`src/rtl/fetch_pkg.sv`:
```
// Shared types and constants for the instruction fetch front end.
package fetch_pkg;

  localparam int unsigned    XLEN             = 32;
  localparam logic [31:0]    NOP              = 32'h0000_0013;
  localparam logic [31:0]    DEFAULT_RESET_PC = 32'h0000_0000;

  typedef enum logic {
    BOOT = 1'b0,
    RUN  = 1'b1
  } fetch_state_t;

  typedef struct packed {
    logic [XLEN-1:0] inst;
    logic [XLEN-1:0] pc;
  } fetch_entry_t;

endpackage

```
`src/rtl/fetch_unit_if.sv`:
```
// Fetch unit bus bundle: imem request/response, redirect input and decode-side instruction stream.
interface fetch_unit_if;
  import fetch_pkg::*;

  logic            imem_req_valid;
  logic            imem_req_ready;
  logic [XLEN-1:0] imem_req_addr;
  logic            imem_resp_valid;
  logic [XLEN-1:0] imem_resp_data;
  logic            redirect_valid;
  logic [XLEN-1:0] redirect_pc;
  logic            inst_valid;
  logic            inst_ready;
  logic [XLEN-1:0] inst;
  logic [XLEN-1:0] inst_pc;

  modport master (
    output imem_req_valid, imem_req_addr,
    input  imem_req_ready, imem_resp_valid, imem_resp_data,
    input  redirect_valid, redirect_pc,
    output inst_valid, inst, inst_pc,
    input  inst_ready
  );

  modport slave (
    input  imem_req_valid, imem_req_addr,
    output imem_req_ready, imem_resp_valid, imem_resp_data,
    output redirect_valid, redirect_pc,
    input  inst_valid, inst, inst_pc,
    output inst_ready
  );

endinterface

```
`src/rtl/fetch_fifo.sv`:
```
// Synchronous FIFO of {inst, pc} entries with flush; DEPTH must be a power of two.
module fetch_fifo
  import fetch_pkg::*;
#(
  parameter int unsigned DEPTH = 2
) (
  input  logic                         clk,
  input  logic                         rst_n,
  input  logic                         push_i,
  input  logic                         pop_i,
  input  logic                         flush_i,
  input  fetch_entry_t                 data_i,
  output fetch_entry_t                 data_o,
  output logic [$clog2(DEPTH+1)-1:0]   count_o,
  output logic                         full_o,
  output logic                         empty_o
);

  localparam int unsigned AW = $clog2(DEPTH);
  localparam int unsigned CW = $clog2(DEPTH + 1);

  fetch_entry_t    mem_q [DEPTH];
  logic [AW-1:0]   rd_ptr_q, rd_ptr_d;
  logic [AW-1:0]   wr_ptr_q, wr_ptr_d;
  logic [CW-1:0]   count_q, count_d;
  logic            do_push, do_pop;

  assign empty_o = (count_q == '0);
  assign full_o  = (count_q == CW'(DEPTH));
  assign count_o = count_q;
  assign data_o  = mem_q[rd_ptr_q];

  always_comb begin
    do_push  = push_i & ~flush_i;
    do_pop   = pop_i & ~flush_i & ~empty_o;
    rd_ptr_d = rd_ptr_q + AW'(do_pop);
    wr_ptr_d = wr_ptr_q + AW'(do_push);
    count_d  = count_q + CW'(do_push) - CW'(do_pop);
    if (flush_i) begin
      rd_ptr_d = '0;
      wr_ptr_d = '0;
      count_d  = '0;
    end
  end

  always_ff @(posedge clk or negedge rst_n) begin
    if (!rst_n) begin
      rd_ptr_q <= '0;
      wr_ptr_q <= '0;
      count_q  <= '0;
    end else begin
      rd_ptr_q <= rd_ptr_d;
      wr_ptr_q <= wr_ptr_d;
      count_q  <= count_d;
    end
  end

  // Storage needs no reset; validity is tracked by count_q.
  always_ff @(posedge clk) begin
    if (do_push) mem_q[wr_ptr_q] <= data_i;
  end

endmodule

```
`src/rtl/fetch_unit.sv`:
```
// Instruction fetch front end: in-order imem requests, response FIFO, redirect flush with stale-response drop.
module fetch_unit
  import fetch_pkg::*;
#(
  parameter logic [XLEN-1:0] RESET_PC = DEFAULT_RESET_PC,
  parameter int unsigned     DEPTH    = 2
) (
  input  logic         clk,
  input  logic         rst_n,
  fetch_unit_if.master bus
);

  localparam int unsigned CW      = $clog2(DEPTH + 1);
  localparam int unsigned DW      = $clog2(2 * DEPTH + 1);
  localparam int unsigned SW      = DW + 1;
  localparam int unsigned OUT_MAX = (1 << DW) - 1;

  fetch_state_t    state_q, state_d;
  logic [XLEN-1:0] pc_q, pc_d;
  logic [XLEN-1:0] resp_pc_q, resp_pc_d;
  logic [CW-1:0]   inflight_q, inflight_d;
  logic [DW-1:0]   drop_cnt_q, drop_cnt_d;

  logic            req_valid_c, accept_c, push_c, pop_c, flush_c;
  logic [CW-1:0]   fifo_count;
  logic            fifo_full, fifo_empty;
  fetch_entry_t    push_entry, head;

  assign push_entry = '{inst: bus.imem_resp_data, pc: resp_pc_q};

  always_ff @(posedge clk or negedge rst_n) begin
    if (!rst_n) begin
      state_q    <= BOOT;
      pc_q       <= RESET_PC;
      resp_pc_q  <= RESET_PC;
      inflight_q <= '0;
      drop_cnt_q <= '0;
    end else begin
      state_q    <= state_d;
      pc_q       <= pc_d;
      resp_pc_q  <= resp_pc_d;
      inflight_q <= inflight_d;
      drop_cnt_q <= drop_cnt_d;
    end
  end

  always_comb begin
    state_d     = state_q;
    pc_d        = pc_q;
    resp_pc_d   = resp_pc_q;
    inflight_d  = inflight_q;
    drop_cnt_d  = drop_cnt_q;
    req_valid_c = 1'b0;
    push_c      = 1'b0;
    pop_c       = 1'b0;
    flush_c     = 1'b0;

    // Total outstanding is also capped so drop_cnt cannot wrap under back-to-back redirects.
    case (state_q)
      BOOT: state_d = RUN;
      RUN:  req_valid_c = (SW'(fifo_count) + SW'(inflight_q) < SW'(DEPTH)) &&
                          (SW'(drop_cnt_q) + SW'(inflight_q) < SW'(OUT_MAX));
    endcase
    accept_c = req_valid_c & bus.imem_req_ready;

    if (bus.redirect_valid) begin
      pc_d       = bus.redirect_pc & ~XLEN'(3);
      resp_pc_d  = bus.redirect_pc & ~XLEN'(3);
      flush_c    = 1'b1;
      inflight_d = '0;
      drop_cnt_d = drop_cnt_q + DW'(inflight_q) + DW'(accept_c) - DW'(bus.imem_resp_valid);
    end else begin
      push_c     = bus.imem_resp_valid & (drop_cnt_q == '0);
      pop_c      = ~fifo_empty & bus.inst_ready;
      pc_d       = accept_c ? pc_q + XLEN'(4) : pc_q;
      resp_pc_d  = push_c ? resp_pc_q + XLEN'(4) : resp_pc_q;
      inflight_d = inflight_q + CW'(accept_c) - CW'(push_c);
      drop_cnt_d = drop_cnt_q - DW'(bus.imem_resp_valid & (drop_cnt_q != '0));
    end
  end

  fetch_fifo #(.DEPTH(DEPTH)) u_fifo (
    .clk     (clk),
    .rst_n   (rst_n),
    .push_i  (push_c),
    .pop_i   (pop_c),
    .flush_i (flush_c),
    .data_i  (push_entry),
    .data_o  (head),
    .count_o (fifo_count),
    .full_o  (fifo_full),
    .empty_o (fifo_empty)
  );

  assign bus.imem_req_valid = req_valid_c;
  assign bus.imem_req_addr  = pc_q;
  assign bus.inst_valid     = ~fifo_empty;
  assign bus.inst           = fifo_empty ? NOP : head.inst;
  assign bus.inst_pc        = fifo_empty ? '0 : head.pc;

  a_no_overflow: assert property (@(posedge clk) disable iff (!rst_n)
    push_c |-> (!fifo_full || pop_c));

  a_resp_expected: assert property (@(posedge clk) disable iff (!rst_n)
    bus.imem_resp_valid |-> (inflight_q != '0 || drop_cnt_q != '0));

endmodule
```
`src/flat_wrapper.sv`:
```
// flat-port wrapper written by rule: the top's interface ports become plain ports
module fetch_unit_flat import fetch_pkg::*;
#(
  parameter logic [XLEN-1:0] RESET_PC = DEFAULT_RESET_PC,
  parameter int unsigned     DEPTH    = 2
)
  (clk, rst_n, bus_imem_req_valid, bus_imem_req_addr, bus_imem_req_ready, bus_imem_resp_valid, bus_imem_resp_data, bus_redirect_valid, bus_redirect_pc, bus_inst_valid, bus_inst, bus_inst_pc, bus_inst_ready);
  fetch_unit_if bus_i ();
  input  logic clk;
  input  logic rst_n;
  output wire logic [$bits(bus_i.imem_req_valid)-1:0] bus_imem_req_valid;
  output wire logic [$bits(bus_i.imem_req_addr)-1:0] bus_imem_req_addr;
  input wire logic [$bits(bus_i.imem_req_ready)-1:0] bus_imem_req_ready;
  input wire logic [$bits(bus_i.imem_resp_valid)-1:0] bus_imem_resp_valid;
  input wire logic [$bits(bus_i.imem_resp_data)-1:0] bus_imem_resp_data;
  input wire logic [$bits(bus_i.redirect_valid)-1:0] bus_redirect_valid;
  input wire logic [$bits(bus_i.redirect_pc)-1:0] bus_redirect_pc;
  output wire logic [$bits(bus_i.inst_valid)-1:0] bus_inst_valid;
  output wire logic [$bits(bus_i.inst)-1:0] bus_inst;
  output wire logic [$bits(bus_i.inst_pc)-1:0] bus_inst_pc;
  input wire logic [$bits(bus_i.inst_ready)-1:0] bus_inst_ready;
  assign bus_imem_req_valid = bus_i.imem_req_valid;
  assign bus_imem_req_addr = bus_i.imem_req_addr;
  assign bus_i.imem_req_ready = bus_imem_req_ready;
  assign bus_i.imem_resp_valid = bus_imem_resp_valid;
  assign bus_i.imem_resp_data = bus_imem_resp_data;
  assign bus_i.redirect_valid = bus_redirect_valid;
  assign bus_i.redirect_pc = bus_redirect_pc;
  assign bus_inst_valid = bus_i.inst_valid;
  assign bus_inst = bus_i.inst;
  assign bus_inst_pc = bus_i.inst_pc;
  assign bus_i.inst_ready = bus_inst_ready;
  fetch_unit #(.RESET_PC(RESET_PC), .DEPTH(DEPTH)) u_core (.clk(clk), .rst_n(rst_n), .bus(bus_i));
endmodule
```
`config.mk`:
```
export PLATFORM = sky130hd
export DESIGN_NAME = fetch_unit_flat
export DESIGN_NICKNAME = d
export VERILOG_FILES = /design/src/rtl/fetch_pkg.sv /design/src/rtl/fetch_unit_if.sv /design/src/rtl/fetch_fifo.sv /design/src/rtl/fetch_unit.sv /design/src/flat_wrapper.sv
export SDC_FILE = /design/constraint.sdc
export NUM_CORES = 1
export LEC_CHECK = 0
export ABC_AREA = 1
export BUFFER_PORTS_ARGS = -buffer_cell sky130_fd_sc_hd__buf_4
export CORE_MARGIN = 2
export CORE_UTILIZATION = 40
export DETAILED_ROUTE_END_ITERATION = 8
export HOLD_SLACK_MARGIN = 0.02
export MAX_ROUTING_LAYER = met4
export PLACE_DENSITY = 0.67
export SETUP_SLACK_MARGIN = 0.5
export SLEW_MARGIN = 20
export SYNTH_ARGS = -nofsm -noshare
export SYNTH_HDL_FRONTEND = slang
export SYNTH_HIERARCHICAL = 1
export SYNTH_SLANG_ARGS = --single-unit
```
`constraint.sdc`:
```
create_clock -name clk -period 5.7 [get_ports clk]
set_input_delay 0 -clock clk [delete_from_list [all_inputs] [get_ports clk]]
set_output_delay 0 -clock clk [all_outputs]
set_load 0.05 [all_outputs]
```
==> results.toml <==
[finish]
multiInputGateArea_mm2 = 0.00389
area_growth_pct = 26.8
stdcell_count = 1798
n_antenna_cell = 0
drive_gt1_frac = 0.163
finalNetCount = 1540
fillers = 2349
final-seq-area_mm2 = 0.00560

[worst_setup_path]
start_kind = "register"
arrival_ns = 3.71
r2r_slack_ns = 2.11
crit_type = "register to register"
crit_required_ns = 5.82
r2r_end = "u_core/u_fifo/mem_q[1][58]"
regToRegStartpoint = "u_core/drop_cnt_q[1]"
reg2reg_depth = 8
crit_path_end_kind = "register"
cp_max_fo = 34

[sta]
drv_slew = 0
relSlewSlack = 0.254
setup_slack_ns = 2.11
finClkSkew_ns = 0.0147
finalCritPeriodShare = 0.630
tightest_slew_ns = 1.12
hold_violations = 0
rsz0062_at_grt = "false"
setup_viol = 0
fmax_ghz = 0.278
period_needed_ns = 3.59
holdWs_ns = 0.0489
setup_tns_ns = 0

[power]
p_int_mw = 2.66
p_clk_frac = 0.288
max-vdd-ir-drop_mv = 0.178
power_switching_mw = 1.51
power.leakage_nw = 5.98
cellPowerDensity_mw_per_mm2 = 319
p_seq_frac = 0.454
p_comb_frac = 0.258
swShare = 0.362

[clock_network]
postCtsSetupBuffers = 0
root_buffer = "clkbuf_16"
clkSinkCount = 198
ctsHoldBuffers = 64
clk_latency_ns = 0.44
clk_path_buf_depth = 2
h-tree-depth = 4
cts_tree = "built"
cts-resized-gates = 0
cts.reportedPaths.clkPinSlew_ns = 0.07
cts_buffers = 17

[placement]
place_ws_ns = 2.06
numPortBuffers = 163
dp.cells = 1701
dp_hpwl_um = 17200
gp_congestion = 0.910

[yosys]
synth_area_mm2 = 0.0103
syn_inst = 1237
synth_area_per_cell_um2 = 8.32
yosysWarnings = 6

[grt]
track_usage = 0.199
antenna_found_initial = 0
grt_pass1_wl_um = 40800
grt_start_max_net_pins = 71
overflow = 0
grt_pass1_vias = 8184

[floorplan]
fp-row-count = 58
start_util = 0.408
core_area_mm2 = 0.0253
fp.dieH_um = 164
dieArea_mm2 = 0.0270
io-pin-count = 168
die_w_um = 164

[routing]
drc_errors = 0
via_per_inst = 4.76
ant_nets = 0
drt_iter0_drc = 585
vias = 8566
dr.pass1.iters = 5
wire_per_inst_um = 14.2
drt-total-wl_um = 25600

[worst_hold_path]
hp-start = "bus_inst_ready"
hold_depth = 7
hold_path_end = "u_core/u_fifo/rd_ptr_q"
hold_class = "input port to register"

[job]
maxCapViolCount = 0

[status]
status = "completed"
## area by class of cell
| cell class | instances | area share |
|---|---|---|
| Tap cell | 330 | 0.0316 |
| Clock inverter | 14 | 0.0140 |
| Inverter | 160 | 0.0461 |
| Timing Repair Buffer | 234 | 0.148 |
| Clock buffer | 18 | 0.0329 |
| Sequential cell | 198 | 0.429 |
| Multi-Input combinational cell | 844 | 0.298 |
## state kept, by name, summed over array words and instances (netlist names)
| name | flops |
|---|---|
| u_core/bus.imem_req_addr | 30 |
| u_core/drop_cnt_q | 3 |
| u_core/inflight_q | 2 |
| u_core/resp_pc_q | 30 |
| u_core/state_q | 1 |
| u_core/u_fifo/count_o | 2 |
| u_core/u_fifo/mem_q | 128 |
| u_core/u_fifo/rd_ptr_q | 1 |
| u_core/u_fifo/wr_ptr_q | 1 |
## per-layer routing
| metal | up-vias | part of all wire | GRT usage |
|---|---|---|---|
| li1 | 4307 | - | - |
| met1 | 3913 | 0.47 | 0.274 |
| met2 | 313 | 0.45 | 0.305 |
| met3 | 33 | 0.067 | 0.0314 |
| met4 | 0 | 0.017 | 0.0605 |
| met5 | - | 0 | - |
## cell usage in the layout, fill, tap and decap left out, types with 4 or more instances in the layout
cell,count
xnor2_1,7
nand3_1,65
buf_4,169
nor2_1,144
ha_1,11
clkbuf_16,17
o21ai_0,36
conb_1,7
nor2_4,8
nor2_2,7
inv_6,5
nor3_1,6
a21oi_1,17
dlygate4sd3_1,64
nand3b_1,4
fa_1,4
clkinv_8,8
xor2_1,19
o211ai_1,5
inv_2,4
nand2_2,7
or2_2,5
edfxtp_1,128
nand2_1,460
o21bai_1,5
nand4_1,8
dfrtp_1,69
inv_1,155
## worst max path at each step
| stage | from | endpoint | slack (ns) | cells past startpoint |
|---|---|---|---|---|
| after floorplan | u_core/drop_cnt_q[1] | u_core/u_fifo/mem_q[1][0] | 1.28 | 8 |
| after global placement | u_core/drop_cnt_q[1] | u_core/u_fifo/mem_q[0][1] | 2.16 | 8 |
| after detailed placement | u_core/drop_cnt_q[1] | u_core/u_fifo/mem_q[0][53] | 2.06 | 8 |
| after CTS | u_core/drop_cnt_q[1] | u_core/u_fifo/mem_q[0][5] | 2.03 | 8 |
| after global routing | u_core/drop_cnt_q[1] | u_core/u_fifo/mem_q[1][58] | 1.83 | 8 |
| final | u_core/drop_cnt_q[1] | u_core/u_fifo/mem_q[1][58] | 2.11 | 8 |
## critical path, stage by stage (launching register included)
cell and delay (ns):
dfrtp_1 0.41, inv_1 0.13, nand4_1 0.22, nor2_1 0.90
inv_1 0.15, nor2_1 0.17, inv_1 0.12, nor2_4 0.77
buf_4 0.40
## power groups by stage
stage               sequential, mW  combinational, mW  clock (mW)
CTS                           1.89               1.07        1.22
global route                  1.92               1.19        1.28
floorplan                     2.03              0.584           0
finish                        1.89               1.07        1.20
global placement              1.91               1.01           0
detailed placement            1.92               1.03           0
## through the flow
| step | utilization | power, mW | instance area [um2] |
|---|---|---|---|
| 6_report | 0.517 | 4.16 | 13100 |
| 3_3_place_gp | 0.466 | 2.92 | 11800 |
| 5_1_grt | 0.517 | 4.38 | 13100 |
| 4_1_cts | 0.516 | 4.19 | 13000 |
| 3_5_place_dp | 0.466 | 2.95 | 11800 |
| 2_1_floorplan | - | 2.61 | 10300 |
Note: power is estimated with default switching activity, not from simulation.
